--- config.mk ---
export PLATFORM = sky130hd
export DESIGN_NAME = comparador22_6bit_flat
export DESIGN_NICKNAME = d
export VERILOG_FILES = /design/src/rtl/comparador22_6bit_pkg.sv /design/src/rtl/comparador22_6bit_if.sv /design/src/rtl/comparador22_6bit_decodificador.sv /design/src/rtl/comparador22_6bit.sv /design/src/flat_wrapper.sv
export SDC_FILE = /design/constraint.sdc
export NUM_CORES = 1
export LEC_CHECK = 0
export BUFFER_PORTS_ARGS = -buffer_cell sky130_fd_sc_hd__buf_2
export CAP_MARGIN = 20
export CORE_AREA = 5 5 42 44
export DETAILED_ROUTE_END_ITERATION = 6
export DIE_AREA = 0 0 47 49
export HOLD_SLACK_MARGIN = 0.08
export PLACE_DENSITY = 0.67
export SYNTH_ARGS = -nofsm -noshare
export SYNTH_HDL_FRONTEND = slang
export SYNTH_SLANG_ARGS = --single-unit
--- constraint.sdc ---
create_clock -name clk -period 0.8 [get_ports clk]
set_clock_uncertainty 0.2 [all_clocks]
set_input_delay 0.08 -clock clk [delete_from_list [all_inputs] [get_ports clk]]
set_output_delay 0.08 -clock clk [all_outputs]
set_load 0.01 [all_outputs]
--- src/rtl/comparador22_6bit_pkg.sv ---
// comparador22_pkg: shared widths, membership mask and mask sanity helper
package comparador22_pkg;

    localparam int CMP_W   = 6;
    localparam int DEC_W   = 3;
    localparam int MEMBERS = 22;

    // Bit v set for every multiple of 3 in 0..63; used only at elaboration and by verification
    localparam logic [63:0] S_MASK = 64'h9249_2492_4924_9249;

    function automatic int popcount_check(input logic [63:0] mask);
        int count;
        count = 0;
        for (int i = 0; i < 64; i++) count += int'(mask[i]);
        return count;
    endfunction

endpackage

--- src/rtl/comparador22_6bit_if.sv ---
// comparador22_6bit_if: operand inputs and registered result bundle
interface comparador22_6bit_if;
    import comparador22_pkg::*;

    logic [CMP_W-1:0]      estimulo;
    logic [DEC_W-1:0]      estimulo_dec;
    logic                  match_compuertas;
    logic                  match_decodificador;
    logic [(1<<DEC_W)-1:0] dec_out;
    logic                  mismatch;

    modport master (
        output estimulo, estimulo_dec,
        input  match_compuertas, match_decodificador, dec_out, mismatch
    );

    modport slave (
        input  estimulo, estimulo_dec,
        output match_compuertas, match_decodificador, dec_out, mismatch
    );

endinterface

--- src/rtl/comparador22_6bit_decodificador.sv ---
// decodificador_3a8: combinational 3-to-8 one-hot decoder
module decodificador_3a8
    import comparador22_pkg::*;
(
    input  logic [DEC_W-1:0]      sel,
    output logic [(1<<DEC_W)-1:0] one_hot
);

    assign one_hot = 8'b1 << sel;

endmodule

--- src/rtl/comparador22_6bit.sv ---
// comparador22_6bit: registered multiple-of-3 membership check via two independent paths plus a 3-to-8 decode
module comparador22_6bit
    import comparador22_pkg::*;
(
    input  logic                clk,
    input  logic                rst_n,
    comparador22_6bit_if.slave  bus
);

    logic [CMP_W-1:0] e;
    logic [CMP_W-1:0] n;
    logic [7:0]       hi_oh;
    logic [7:0]       lo_oh;
    logic [7:0]       dec_oh;
    logic [63:0]      pair_hit;
    logic             gate_match;
    logic             dec_match;

    // The pair network below is derived from S_MASK, so a corrupted mask must stop elaboration
    if (popcount_check(S_MASK) != MEMBERS) begin : g_bad_mask
        $error("S_MASK must contain exactly 22 members");
    end

    assign e = bus.estimulo;
    assign n = ~bus.estimulo;

    // Gate path: one minterm per member, no arithmetic and no table
    assign gate_match =
          (n[5] & n[4] & n[3] & n[2] & n[1] & n[0])   //  0
        | (n[5] & n[4] & n[3] & n[2] & e[1] & e[0])   //  3
        | (n[5] & n[4] & n[3] & e[2] & e[1] & n[0])   //  6
        | (n[5] & n[4] & e[3] & n[2] & n[1] & e[0])   //  9
        | (n[5] & n[4] & e[3] & e[2] & n[1] & n[0])   // 12
        | (n[5] & n[4] & e[3] & e[2] & e[1] & e[0])   // 15
        | (n[5] & e[4] & n[3] & n[2] & e[1] & n[0])   // 18
        | (n[5] & e[4] & n[3] & e[2] & n[1] & e[0])   // 21
        | (n[5] & e[4] & e[3] & n[2] & n[1] & n[0])   // 24
        | (n[5] & e[4] & e[3] & n[2] & e[1] & e[0])   // 27
        | (n[5] & e[4] & e[3] & e[2] & e[1] & n[0])   // 30
        | (e[5] & n[4] & n[3] & n[2] & n[1] & e[0])   // 33
        | (e[5] & n[4] & n[3] & e[2] & n[1] & n[0])   // 36
        | (e[5] & n[4] & n[3] & e[2] & e[1] & e[0])   // 39
        | (e[5] & n[4] & e[3] & n[2] & e[1] & n[0])   // 42
        | (e[5] & n[4] & e[3] & e[2] & n[1] & e[0])   // 45
        | (e[5] & e[4] & n[3] & n[2] & n[1] & n[0])   // 48
        | (e[5] & e[4] & n[3] & n[2] & e[1] & e[0])   // 51
        | (e[5] & e[4] & n[3] & e[2] & e[1] & n[0])   // 54
        | (e[5] & e[4] & e[3] & n[2] & n[1] & e[0])   // 57
        | (e[5] & e[4] & e[3] & e[2] & n[1] & n[0])   // 60
        | (e[5] & e[4] & e[3] & e[2] & e[1] & e[0]);  // 63

    decodificador_3a8 u_dec_hi (.sel(bus.estimulo[5:3]), .one_hot(hi_oh));
    decodificador_3a8 u_dec_lo (.sel(bus.estimulo[2:0]), .one_hot(lo_oh));
    decodificador_3a8 u_dec_st (.sel(bus.estimulo_dec),  .one_hot(dec_oh));

    // Decoder path: only the 22 (hi, lo) pairs whose value 8h+l is a member get an AND term
    for (genvar h = 0; h < 8; h++) begin : g_h
        for (genvar l = 0; l < 8; l++) begin : g_l
            if (S_MASK[8*h+l]) begin : g_on
                assign pair_hit[8*h+l] = hi_oh[h] & lo_oh[l];
            end else begin : g_off
                assign pair_hit[8*h+l] = 1'b0;
            end
        end
    end

    assign dec_match = |pair_hit;

    // Output registers; reset clears everything asynchronously and drops the in-flight result
    always_ff @(posedge clk or negedge rst_n) begin
        if (!rst_n) begin
            bus.match_compuertas    <= 1'b0;
            bus.match_decodificador <= 1'b0;
            bus.dec_out             <= 8'h00;
            bus.mismatch            <= 1'b0;
        end else begin
            bus.match_compuertas    <= gate_match;
            bus.match_decodificador <= dec_match;
            bus.dec_out             <= dec_oh;
            bus.mismatch            <= gate_match ^ dec_match;
        end
    end

endmodule

--- src/flat_wrapper.sv ---
// flat-port wrapper written by rule: the top's interface ports become plain ports
module comparador22_6bit_flat import comparador22_pkg::*;
  (clk, rst_n, bus_estimulo, bus_estimulo_dec, bus_match_compuertas, bus_match_decodificador, bus_dec_out, bus_mismatch);
  comparador22_6bit_if bus_i ();
  input  logic clk;
  input  logic rst_n;
  input wire logic [$bits(bus_i.estimulo)-1:0] bus_estimulo;
  input wire logic [$bits(bus_i.estimulo_dec)-1:0] bus_estimulo_dec;
  output wire logic [$bits(bus_i.match_compuertas)-1:0] bus_match_compuertas;
  output wire logic [$bits(bus_i.match_decodificador)-1:0] bus_match_decodificador;
  output wire logic [$bits(bus_i.dec_out)-1:0] bus_dec_out;
  output wire logic [$bits(bus_i.mismatch)-1:0] bus_mismatch;
  assign bus_i.estimulo = bus_estimulo;
  assign bus_i.estimulo_dec = bus_estimulo_dec;
  assign bus_match_compuertas = bus_i.match_compuertas;
  assign bus_match_decodificador = bus_i.match_decodificador;
  assign bus_dec_out = bus_i.dec_out;
  assign bus_mismatch = bus_i.mismatch;
  comparador22_6bit u_core (.clk(clk), .rst_n(rst_n), .bus(bus_i));
endmodule
Word level (Yosys, flattened, before mapping)
Index checks and enable logic that the tools add are counted.
{"block": "word_totals", "reg_bits": 11, "in_bits": 11, "output_inout_bits": 11, "word_cells": 125}
{"block": "op_classes", "shift": 3, "bitwise": 117, "n_reduce_logical": 1}
{"operator": "1-bit bitwise AND", "n": 94}
{"operator": "1-bit by 3-bit << shifter with 8-bit output, first input constant", "n": 3}
{"operator": "22-bit OR reduction", "n": 1}
{"operator": "1-bit OR", "n": 21}
{"operator": "6-bit NOT", "n": 1}
{"operator": "1-bit XOR", "n": 1}

Logic depth before layout (Yosys ltp)
Gate-level depths: netlist of run 1.
{"block": "logic_depth", "word_depth": 28, "ltp_mapped": 4, "depth_no_buf": 3}

Cells and area by module
A second synthesis of run 1 with hierarchy kept.
{"block": "unflattened", "hier_cells": 64, "hier_area_um2": 725.7}
{"mod": "comparador22_6bit", "n_inst": 1, "cells_each": 40, "area_each_um2": 530.5, "seq_area_each_um2": 275.3}
{"mod": "decodificador_3a8", "n_inst": 3, "cells_each": 8, "area_each_um2": 65.1, "seq_area_each_um2": 0.0}

Worst setup path after synthesis of run 1
Ideal clock, no wire load.
{"block": "synth_path", "path_kind": "input port to flip-flop", "start": "in bus_estimulo[5]", "end": "reg u_core.bus.match_compuertas", "setup_time_ns": 0.143, "arrival_time_ns": 0.774, "t_required_ns": 0.457, "setup_slack_ns": -0.317, "stages": 4, "n_path_buf": 1, "cell_sequence": "buf_4 xor2_1 a211oi_1 o2111ai_1"}
{"block": "synth_via", "elab_chain_cells": 27, "elab_cells_between_ends": 94, "cone_classes": "bitwise (94)"}
{"item": "from (decl)", "line_no": "flat_wrapper.sv:7", "text": "input wire logic [$bits(bus_i.estimulo)-1:0] bus_estimulo;"}
{"item": "6-bit NOT", "line_no": "comparador22_6bit.sv:25", "text": "assign n = ~bus.estimulo;"}
{"item": "1-bit bitwise AND"}
{"item": "1-bit bitwise AND", "line_no": "comparador22_6bit.sv:29, comparador22_6bit.sv:30, comparador22_6bit.sv:31"}
{"item": "1-bit bitwise AND", "line_no": "comparador22_6bit.sv:29, comparador22_6bit.sv:30"}
{"item": "1-bit bitwise AND, on equally long branches (2 in series)", "line_no": "comparador22_6bit.sv:29, comparador22_6bit.sv:30"}
{"item": "1-bit OR", "line_no": "comparador22_6bit.sv:30", "text": "| (n[5] & n[4] & n[3] & n[2] & e[1] & e[0])"}
{"item": "1-bit OR", "line_no": "comparador22_6bit.sv:31", "text": "| (n[5] & n[4] & n[3] & e[2] & e[1] & n[0])"}
{"item": "1-bit OR", "line_no": "comparador22_6bit.sv:32", "text": "| (n[5] & n[4] & e[3] & n[2] & n[1] & e[0])"}
{"item": "[11 not listed]"}
{"item": "1-bit OR", "line_no": "comparador22_6bit.sv:44", "text": "| (e[5] & n[4] & e[3] & e[2] & n[1] & e[0])"}
{"item": "1-bit OR", "line_no": "comparador22_6bit.sv:45", "text": "| (e[5] & e[4] & n[3] & n[2] & n[1] & n[0])"}
{"item": "1-bit OR", "line_no": "comparador22_6bit.sv:46", "text": "| (e[5] & e[4] & n[3] & n[2] & e[1] & e[0])"}
{"item": "1-bit OR", "line_no": "comparador22_6bit.sv:47", "text": "| (e[5] & e[4] & n[3] & e[2] & e[1] & n[0])"}
{"item": "1-bit OR", "line_no": "comparador22_6bit.sv:48", "text": "| (e[5] & e[4] & e[3] & n[2] & n[1] & e[0])"}
{"item": "1-bit OR", "line_no": "comparador22_6bit.sv:49", "text": "| (e[5] & e[4] & e[3] & e[2] & n[1] & n[0])"}
{"item": "1-bit OR (*)", "line_no": "comparador22_6bit.sv:50", "text": "| (e[5] & e[4] & e[3] & e[2] & e[1] & e[0]);"}
{"item": "net u_core.gate_match", "line_no": "comparador22_6bit.sv:16", "text": "logic gate_match;"}
{"item": "to (signal assigned)", "line_no": "comparador22_6bit.sv:77", "text": "bus.match_compuertas <= gate_match;"}
{"item": "to (decl)", "line_no": "comparador22_6bit_if.sv:19", "text": "output match_compuertas, match_decodificador, dec_out, mismatch"}
Mark *: on every way through the listed nets, which the timed path passes. The rest lies on a longest branch.

Final worst setup path of run 1
{"block": "layout_path", "start": "reg u_core.bus.dec_out[2]", "end": "out bus_dec_out[2]"}
{"item": "from (decl)", "line_no": "comparador22_6bit_if.sv:19"}
{"item": "from (signal assigned)", "line_no": "comparador22_6bit.sv:79", "text": "bus.dec_out <= dec_oh;"}
{"item": "to (decl)", "line_no": "flat_wrapper.sv:11", "text": "output wire logic [$bits(bus_i.dec_out)-1:0] bus_dec_out;"}
No word-level cell between the ends.

==> results of run 1 <==
what timing repair did:
action | 4_1_cts | 5_1_grt
buffers inserted | 2 | 0
endpoints found under the setup margin | 13 | 13
pin swaps | 4 | 3
resized for setup | 12 | 7
hold endpoints to repair | 19 | 19
cell usage after synthesis (2+ instances only):
cell	count
o2111ai_1	2
nor3_1	2
dfrtp_1	11
and3b_1	4
nor3b_1	6
xor2_1	3
buf_4	2
state kept, by name, indices dropped and copies added (netlist names):
signal,flops
u_core.bus.match_decodificador,1
u_core.bus.mismatch,1
u_core.bus.match_compuertas,1
u_core.bus.dec_out,8
cell families (layout without fill, tap and decap cells):
logic type      Yosys count  in the layout  share of synthesized area, %
simple gates             21             21                          30.0
other cells               1              1                         0.720
compound gates            6              6                          8.41
buf+inv                   2             33                          2.88
xor+xnor                  3              3                          5.05
flops                    11             11                          52.9
metrics by stage:
step                      cells  TNS (ns)  total power (uW)
after global routing         91     -3.01              1290
final                        91     -2.65              1230
after global placement       84    -0.657               828
after floorplan              44    -0.380               721
after detailed placement     84    -0.825               841
after CTS                    91     -2.80              1230
routing by layer:
| metal | track usage [%] | up-vias | wire length (um) |
|---|---|---|---|
| met4 | 6.91 | 0 | 25 |
| met3 | 1.11 | 2 | 104 |
| met2 | 18.3 | 19 | 664 |
| li1 | - | 225 | - |
| met5 | 0 | - | 0 |
| met1 | 13.3 | 213 | 426 |
report_power, final:
group	total, uW	internal [uW]	switching [uW]
Sequential	597	589	8.04
Clock	350	192	158
Combinational	287	150	137
path summary, 6_finish.rpt:
check	start	end	slack, ns	cells after the start
max in group asynchronous	rst_n	u_core.bus.dec_out[7]	0.18	2
min in group asynchronous	rst_n	u_core.bus.dec_out[5]	0.01	2
worst max-delay path	u_core.bus.dec_out[2]	bus_dec_out[2]	-0.24	1
worst min-delay path	bus_estimulo_dec[0]	u_core.bus.dec_out[0]	-0.14	2
placed cells by master, fill, tap and decap left out, drive strengths merged:
cell type and n:
o2111ai 2, xor2 3, and3 2, a22oi 1, nor3b 6, conb 1
dfrtp 11, a211oi 1, dlygate4sd3 1, and3b 5, nor4 1, buf 28
o22ai 1, nor2 1, and4b 1, nand2 1, nor4b 1, nor3 2
o21ai 1, and4 1, clkbuf 4
area by class of cell:
cell class / count / share of cell area (%)
repair buffers: 29 / 26.7
well taps: 16 / 2.40
multi-input cells: 31 / 34.7
clock buffers: 4 / 3.15
flip-flops and latches: 11 / 33.0
==> qor.yml, run 1 <==
floorplan:
  die_x_um: 47
  start_util_pct: 37.1
  num_rows: 14
  dieArea_um2: 2300
  die-height_um: 49
  io_pins: 22
  core-area_um2: 1400
synth:
  synth_ff_type: "dfrtp_1"
  synth_top_area_share_pct: 52.9
  synth_top_area_cell: "dfrtp_1"
  synth_fp_nets: 55
  synth_cells: 44
  synthArstFlopShare_pct: 100
  synth_area_um2: 520
  synth.avg_cell_area_um2: 11.8
  synth_edf_count: 0
  yosys-top-cells-area: "dfrtp_1, nor3b_1, and3b_1, xor2_1, o2111ai_1"
  synthDistinctLibCells: 21
  ys_seq_elements: 11
  yosysSeqAreaShare_pct: 52.9
  yosys_warnings: 0
global_route:
  track_usage_pct: 11.2
  grt_overflow: 0
  grt_antenna_before_repair: 0
  first_global_vias: 428
  grt_pass1_wl_um: 1880
  grt_max_degree: 12
setup_path:
  crit_chain: "buf_6"
  crit_fanout: 1
  crit_path_end_kind: "primary output"
  slowest_delay_ns: 0.38
  crit_buf_inv: 1
  critPathArrivalTime_ns: 0.76
  cp_top_family: "flip-flops"
  start_kind: "flop"
  crit_slowest_cell: "dfrtp_1"
  cp_data_required_time_ns: 0.52
  crit_type: "flop to primary output"
placed_design:
  postPlaceCellArea_um2: 694
  gp_congestion: 0.698
  place_ws_ns: -0.432
  dpl.hpwl_um: 938
  port_buffers: 21
clock_network:
  cts_buffers: 3
  root_buffer: "clkbuf_4"
  clk_path_buf_depth: 2
  cts_hold_repair.buffers: 1
  cts.sinks: 11
  cts_tree: "done"
  cts-htree-levels: 1
  path_clk_slew_ns: 0.07
sta:
  finalHoldViolations: 8
  period_share_pct: 130
  setup_viol: 13
  slew_viol_final: 0
  whs_ns: -0.137
  fmax_mhz: 963
  rsz0062_at_grt: "true"
  setup_slack_ns: -0.238
  finalCriticalPeriod_ns: 1.04
layout:
  nFillCells: 129
  multi_input_area_um2: 289
  drive_above_1_share_pct: 58.7
  fin_area_um2: 833
  area_growth_pct: 60.1
  finalNetCount: 87
  diodes: 0
  regArea_um2: 275
  post-route-util_pct: 59.5
hold_path:
  hold_class: "input port to flop"
routing:
  wl_per_cell_um: 13.4
  vias_per_cell: 5.04
  vias: 459
  drc_errors: 0
  wl_um: 1220
  dr.first_iter.drc_count: 3
  firstDrtPassIters: 4
  drtAntennaViolNets: 0
run_status:
  violations: "negative hold slack, negative setup slack"
  outcome: "finished with violations"
run:
  maxCapViolCount: 0
pwr:
  vdd_drop_max_mv: 0.802
  p_per_area_nw_per_um2: 1480
  power_leakage_uw: 0.000426
Power figures use the tool's default switching activity.
==> run 2: changes to the inputs <==
--- a/config.mk
+++ b/config.mk
@@ -5,13 +5,14 @@
 export SDC_FILE = /design/constraint.sdc
 export NUM_CORES = 1
 export LEC_CHECK = 0
+export ABC_AREA = 1
 export BUFFER_PORTS_ARGS = -buffer_cell sky130_fd_sc_hd__buf_2
 export CAP_MARGIN = 20
 export CORE_AREA = 5 5 42 44
 export DETAILED_ROUTE_END_ITERATION = 6
 export DIE_AREA = 0 0 47 49
 export HOLD_SLACK_MARGIN = 0.08
-export PLACE_DENSITY = 0.67
+export PLACE_DENSITY = 0.66
 export SYNTH_ARGS = -nofsm -noshare
 export SYNTH_HDL_FRONTEND = slang
 export SYNTH_SLANG_ARGS = --single-unit
==> qor.yml, run 2 <==
run_status:
  outcome: "finished with violations"
  violations: "negative hold slack, negative setup slack"
pwr:
  totalPowerFinal_uw: 1230  # -0.24%
  power_leakage_uw: 0.000446  # +4.8%
  p_per_area_nw_per_um2: 1570  # +6.3%
  vdd_drop_max_mv: 0.613  # -24%
sta:
  setup_viol: 11  # -2
  finalHoldViolations: 10  # +2
  slew_viol_final: 0  # unchanged
  finalCriticalPeriod_ns: 1.05  # +0.0140 ns
  period_share_pct: 131  # +1.7 points
  setup_slack_ns: -0.252  # -0.0140 ns
  whs_ns: -0.176  # -0.0387 ns
  fmax_mhz: 951  # -1.3%
  rsz0062_at_grt: "true"
clock_network:
  cts-htree-levels: 1  # unchanged
  cts_hold_repair.buffers: 1  # unchanged
  root_buffer: "clkbuf_4"
  cts_buffers: 3  # unchanged
  path_clk_slew_ns: 0.07  # about the same
  cts_tree: "done"
  cts_setup_buffers: 0  # -2
  cts.sinks: 11  # unchanged
  clk_path_buf_depth: 2  # unchanged
synth:
  yosys_warnings: 0  # unchanged
  yosysSeqAreaShare_pct: 55.0  # +2.1 points
  synth_ff_type: "dfrtp_1"
  synth_top_area_share_pct: 55.0  # +2.1 points
  synthArstFlopShare_pct: 100  # unchanged
  synth_edf_count: 0  # unchanged
  synth_fp_nets: 73  # +33%
  ys_seq_elements: 11  # unchanged
  synth_cells: 62  # +41%
  synth_top_area_cell: "dfrtp_1"
  synth_area_um2: 500  # -3.8%
  yosys-top-cells-area: "dfrtp_1, nand2_1, nor3_1, nand3_1, inv_1"
  synth_common_cells: "nand2_1, dfrtp_1, inv_1, nor3_1, nand3_1"
  synthDistinctLibCells: 13  # -38%
  synth.most_common_cell: "nand2_1"
  synth.avg_cell_area_um2: 8.07  # -32%
hold_path:
  hold_class: "input port to flop"
layout:
  largest_register_ffs: 8  # unchanged
  regMostFlops: "u_core.bus.dec_out"
  layout_common_cells: "buf_2, dfrtp_1, nand2_1"
  nFillCells: 148  # +15%
  final_common_cell: "buf_2"
  drive_above_1_share_pct: 48.3  # -10 points
  area_growth_pct: 56.3
  post-route-util_pct: 55.8  # -3.7 points
  finalNetCount: 101  # +16%
  diodes: 0  # unchanged
setup_path:
  cp_top_family: "flip-flops"
  crit_buf_inv: 1  # unchanged
  critPathArrivalTime_ns: 0.77  # about the same
  crit_fanout: 1  # unchanged
  slowest_delay_ns: 0.37  # about the same
  crit_chain: "buf_2"
  crit_slowest_cell: "dfrtp_1"
  start_kind: "flop"
  crit_type: "flop to primary output"
  cp_data_required_time_ns: 0.52  # about the same
  crit_path_end_kind: "primary output"
global_route:
  grt_antenna_before_repair: 0  # unchanged
  grt_max_degree: 12  # unchanged
  first_global_vias: 419  # -2.1%
  grt_pass1_wl_um: 1650  # -12%
  track_usage_pct: 9.81  # -1.4 points
  grt_overflow: 0  # unchanged
floorplan:
  dieArea_um2: 2300  # unchanged
  core-area_um2: 1400  # unchanged
  num_rows: 14  # unchanged
  start_util_pct: 35.7  # -1.4 points
  io_pins: 22  # unchanged
  die-height_um: 49  # unchanged
  die_x_um: 47  # unchanged
routing:
  vias: 484  # +5.4%
  vias_per_cell: 4.61  # -8.6%
  drtAntennaViolNets: 0  # unchanged
  dr.first_iter.drc_count: 1  # -2
  firstDrtPassIters: 3  # -1
  wl_per_cell_um: 10.5  # -22%
  drc_errors: 0  # unchanged
  wl_um: 1100  # -9.7%
placed_design:
  gp_congestion: 0.687  # -1.6%
  dpl.hpwl_um: 854  # -8.9%
  place_ws_ns: -0.287  # +0.145 ns
  port_buffers: 21  # unchanged
run:
  maxCapViolCount: 0  # unchanged
-- run 2: what timing repair did --
action	CTS	global route
pin swaps	0	5
hold endpoints to repair	21	21
resized for setup	1	22
endpoints found under the setup margin	13	13
-- run 2: stage by stage --
stage | std cells | hold WS [ns] | instance area [um^2] | setup TNS (ns)
after floorplan | 62 | -0.416 | 539 | -0.0254
after global placement | 100 | -0.249 | 672 | -0.521
after detailed placement | 100 | -0.246 | 672 | -0.588
after CTS | 105 | -0.183 | 711 | -2.66
after global routing | 105 | -0.175 | 782 | -2.90
final | 105 | -0.176 | 782 | -2.57
-- run 2: path summary, 6_finish.rpt --
check | start | to | depth (start not counted)
min | bus_estimulo_dec[0] | u_core.bus.dec_out[0] | 2
max in group asynchronous | rst_n | u_core.bus.dec_out[3] | 2
min in group asynchronous | rst_n | u_core.bus.dec_out[2] | 2
max | u_core.bus.dec_out[5] | bus_dec_out[5] | 1
-- run 2: power breakdown --
part | internal, uW | switching, uW | leakage (uW) | total [uW]
Combinational | 117 | 151 | 0.000287 | 268
Clock | 193 | 174 | 0.0000150 | 366
Sequential | 588 | 8.19 | 0.000144 | 596
Total | 897 | 333 | 0.000446 | 1230
-- run 2: area by class of cell --
| cell class | count | area (um^2) | area share, % |
|---|---|---|---|
| flip-flops and latches | 11 | 275 | 35.2 |
| multi-input cells | 40 | 234 | 29.9 |
| repair buffers | 23 | 165 | 21.1 |
| inverters | 11 | 61.3 | 7.84 |
| clock buffers | 4 | 26.3 | 3.36 |
| well taps | 16 | 20.0 | 2.56 |
-- run 2: logic make-up after synthesis --
group	count (synthesis)	share of synthesized area (%)
buffers and inverters	11	8.25
DFF	11	55.0
other	1	0.749
AOI/OAI and AO/OA	2	2.00
and+or+nand+nor	37	34.0
-- run 2: metal layers --
metal | wire length (um) | vias to the layer above | GRT usage [%]
li1 | - | 248 | -
met3 | 94 | 4 | 1.48
met5 | 0 | - | 0
met4 | 32 | 0 | 6.91
met1 | 385 | 214 | 10.9
met2 | 590 | 18 | 16.1
==> run 3: changes to the inputs <==
--- a/config.mk
+++ b/config.mk
@@ -8,11 +8,11 @@
 export ABC_AREA = 1
 export BUFFER_PORTS_ARGS = -buffer_cell sky130_fd_sc_hd__buf_2
 export CAP_MARGIN = 20
-export CORE_AREA = 5 5 42 44
+export CORE_AREA = 2 2 39 41
 export DETAILED_ROUTE_END_ITERATION = 6
-export DIE_AREA = 0 0 47 49
+export DIE_AREA = 0 0 41 43
 export HOLD_SLACK_MARGIN = 0.08
-export PLACE_DENSITY = 0.66
+export PLACE_DENSITY = 0.71
 export SYNTH_ARGS = -nofsm -noshare
 export SYNTH_HDL_FRONTEND = slang
 export SYNTH_SLANG_ARGS = --single-unit
==> qor.yml, run 3 (synthesis results as in run 2) <==
setup_path:
  cp_data_required_time_ns: 0.52  # about the same
  critPathArrivalTime_ns: 0.75  # -0.02 ns
  crit_chain: "buf_2"
  crit_type: "flop to primary output"
  crit_buf_inv: 1  # unchanged
  slowest_delay_ns: 0.36  # about the same
  cp.depth: 1  # unchanged
  start_kind: "flop"
  cp_top_family: "flip-flops"
  crit_start: "u_core.bus.dec_out[3]"
  crit_slowest_cell: "dfrtp_1"
  crit_fanout: 1  # unchanged
  crit_path_end_kind: "primary output"
clock_network:
  root_buffer: "clkbuf_4"
  cts_hold_repair.buffers: 1  # unchanged
  cts_setup_buffers: 0  # unchanged
  path_clk_slew_ns: 0.06  # about the same
  cts_buffers: 3  # unchanged
  cts-htree-levels: 1  # unchanged
  cts.sinks: 11  # unchanged
  clk_path_buf_depth: 2  # unchanged
  cts_tree: "done"
routing:
  firstDrtPassIters: 4  # +1
  dr.first_iter.drc_count: 7  # +6
  drc_errors: 0  # unchanged
  wl_um: 929  # -16%
  wl_per_cell_um: 8.85  # -16%
  vias_per_cell: 4.50  # -2.5%
  drtAntennaViolNets: 0  # unchanged
  vias: 472  # -2.5%
global_route:
  track_usage_pct: 11.8  # +2.0 points
  grt_max_degree: 12  # unchanged
  first_global_vias: 369  # -12%
  grt_pass1_wl_um: 1350  # -18%
  grt_overflow: 0  # unchanged
  grt_antenna_before_repair: 0  # unchanged
pwr:
  p_comb_share_pct: 19.5  # -2.3 points
  power_frac_clock_pct: 30.4  # +0.6 points
  power_leakage_uw: 0.000426  # -4.5%
  p_int_uw: 874  # -2.6%
  p_sw_uw: 310  # -7.0%
  p_per_area_nw_per_um2: 1650  # +4.6%
  seqPwrFrac_pct: 50.1  # +1.7 points
  switching_share_pct: 26.1  # -0.91 points
  vdd_drop_max_mv: 0.516  # -16%
hold_path:
  min_path_cells: 2  # unchanged
  hp-start: "bus_estimulo_dec[0]"
  hold_class: "input port to flop"
layout:
  drive_above_1_share_pct: 39.3  # -9.0 points
  largest_register_ffs: 8  # unchanged
  layout.cells.non_filler: 105  # unchanged
  fin_area_um2: 719  # -8.0%
  final_common_cell: "buf_2"
  finalNetCount: 101  # unchanged
  regMostFlops: "u_core.bus.dec_out"
  layout_common_cells: "buf_2, nand2_1, dfrtp_1"
  area_growth_pct: 43.8
  post-route-util_pct: 52.0  # -3.8 points
  diodes: 0  # unchanged
run_status:
  outcome: "finished with violations"
  violations: "negative hold slack, negative setup slack"
sta:
  finalCriticalPeriod_ns: 1.03  # -0.0171 ns
  setup_slack_ns: -0.235  # +0.0171 ns
  fmax_mhz: 966  # +1.7%
  slew_viol_final: 0  # unchanged
  rsz0062_at_grt: "true"
  period_share_pct: 129  # -2.1 points
  setup_viol: 11  # unchanged
  whs_ns: -0.176  # -0.000323 ns
  finalHoldViolations: 9  # -1
floorplan:
  core-area_um2: 1380  # -1.2%
  start_util_pct: 36.2  # +0.45 points
  io_pins: 22  # unchanged
  die-height_um: 43  # -12%
  num_rows: 14  # unchanged
  die_x_um: 41  # -13%
  dieArea_um2: 1760  # -23%
placed_design:
  gp_congestion: 0.699  # +1.7%
  port_buffers: 21  # unchanged
  placedCellCount: 100  # unchanged
  postPlaceCellArea_um2: 672  # unchanged
  place_ws_ns: -0.299  # -0.0114 ns
  dpl.hpwl_um: 779  # -8.8%
run:
  maxCapViolCount: 0  # unchanged
run 3: final timing paths:
kind                                                to  slack (ns)
max                                     bus_dec_out[3]       -0.23
min                              u_core.bus.dec_out[0]       -0.18
max in group asynchronous  u_core.bus.match_compuertas        0.21
min in group asynchronous        u_core.bus.dec_out[0]           0
run 3: area by class of cell:
cell class                 instances  area, um^2
inverter                          11        58.8
tap                               16        20.0
fill                             136         664
sequential                        11         275
timing repair buffer              23         131
clock buffer                       4        26.3
multi-input combinational         40         208
run 3: per-stage QoR:
stage | TNS (ns) | total power (uW)
after global routing | -2.87 | 1250
after global placement | -0.526 | 822
after CTS | -2.66 | 1200
after detailed placement | -0.588 | 827
after floorplan | -0.0254 | 719
final | -2.49 | 1180
run 3: what timing repair did:
action	in CTS	in global routing
pin swaps	0	3
resized for setup	1	5
endpoints found under the hold margin	21	21
setup endpoints to repair	13	13
run 3: routing by layer:
layer	up-vias	routed length, um	global-route usage (%)
met3	2	96	1.57
met1	202	359	14.3
li1	249	-	-
met2	19	466	16.3
met4	0	7	12.0
met5	-	0	0
run 3: power groups by stage:
| stage | registers (uW) | clock network, uW | logic, uW |
|---|---|---|---|
| final | 593 | 360 | 231 |
| after global routing | 597 | 393 | 258 |
| after CTS | 594 | 379 | 228 |
| after detailed placement | 604 | 0 | 223 |
| after global placement | 604 | 0 | 218 |
| after floorplan | 625 | 0 | 94.2 |
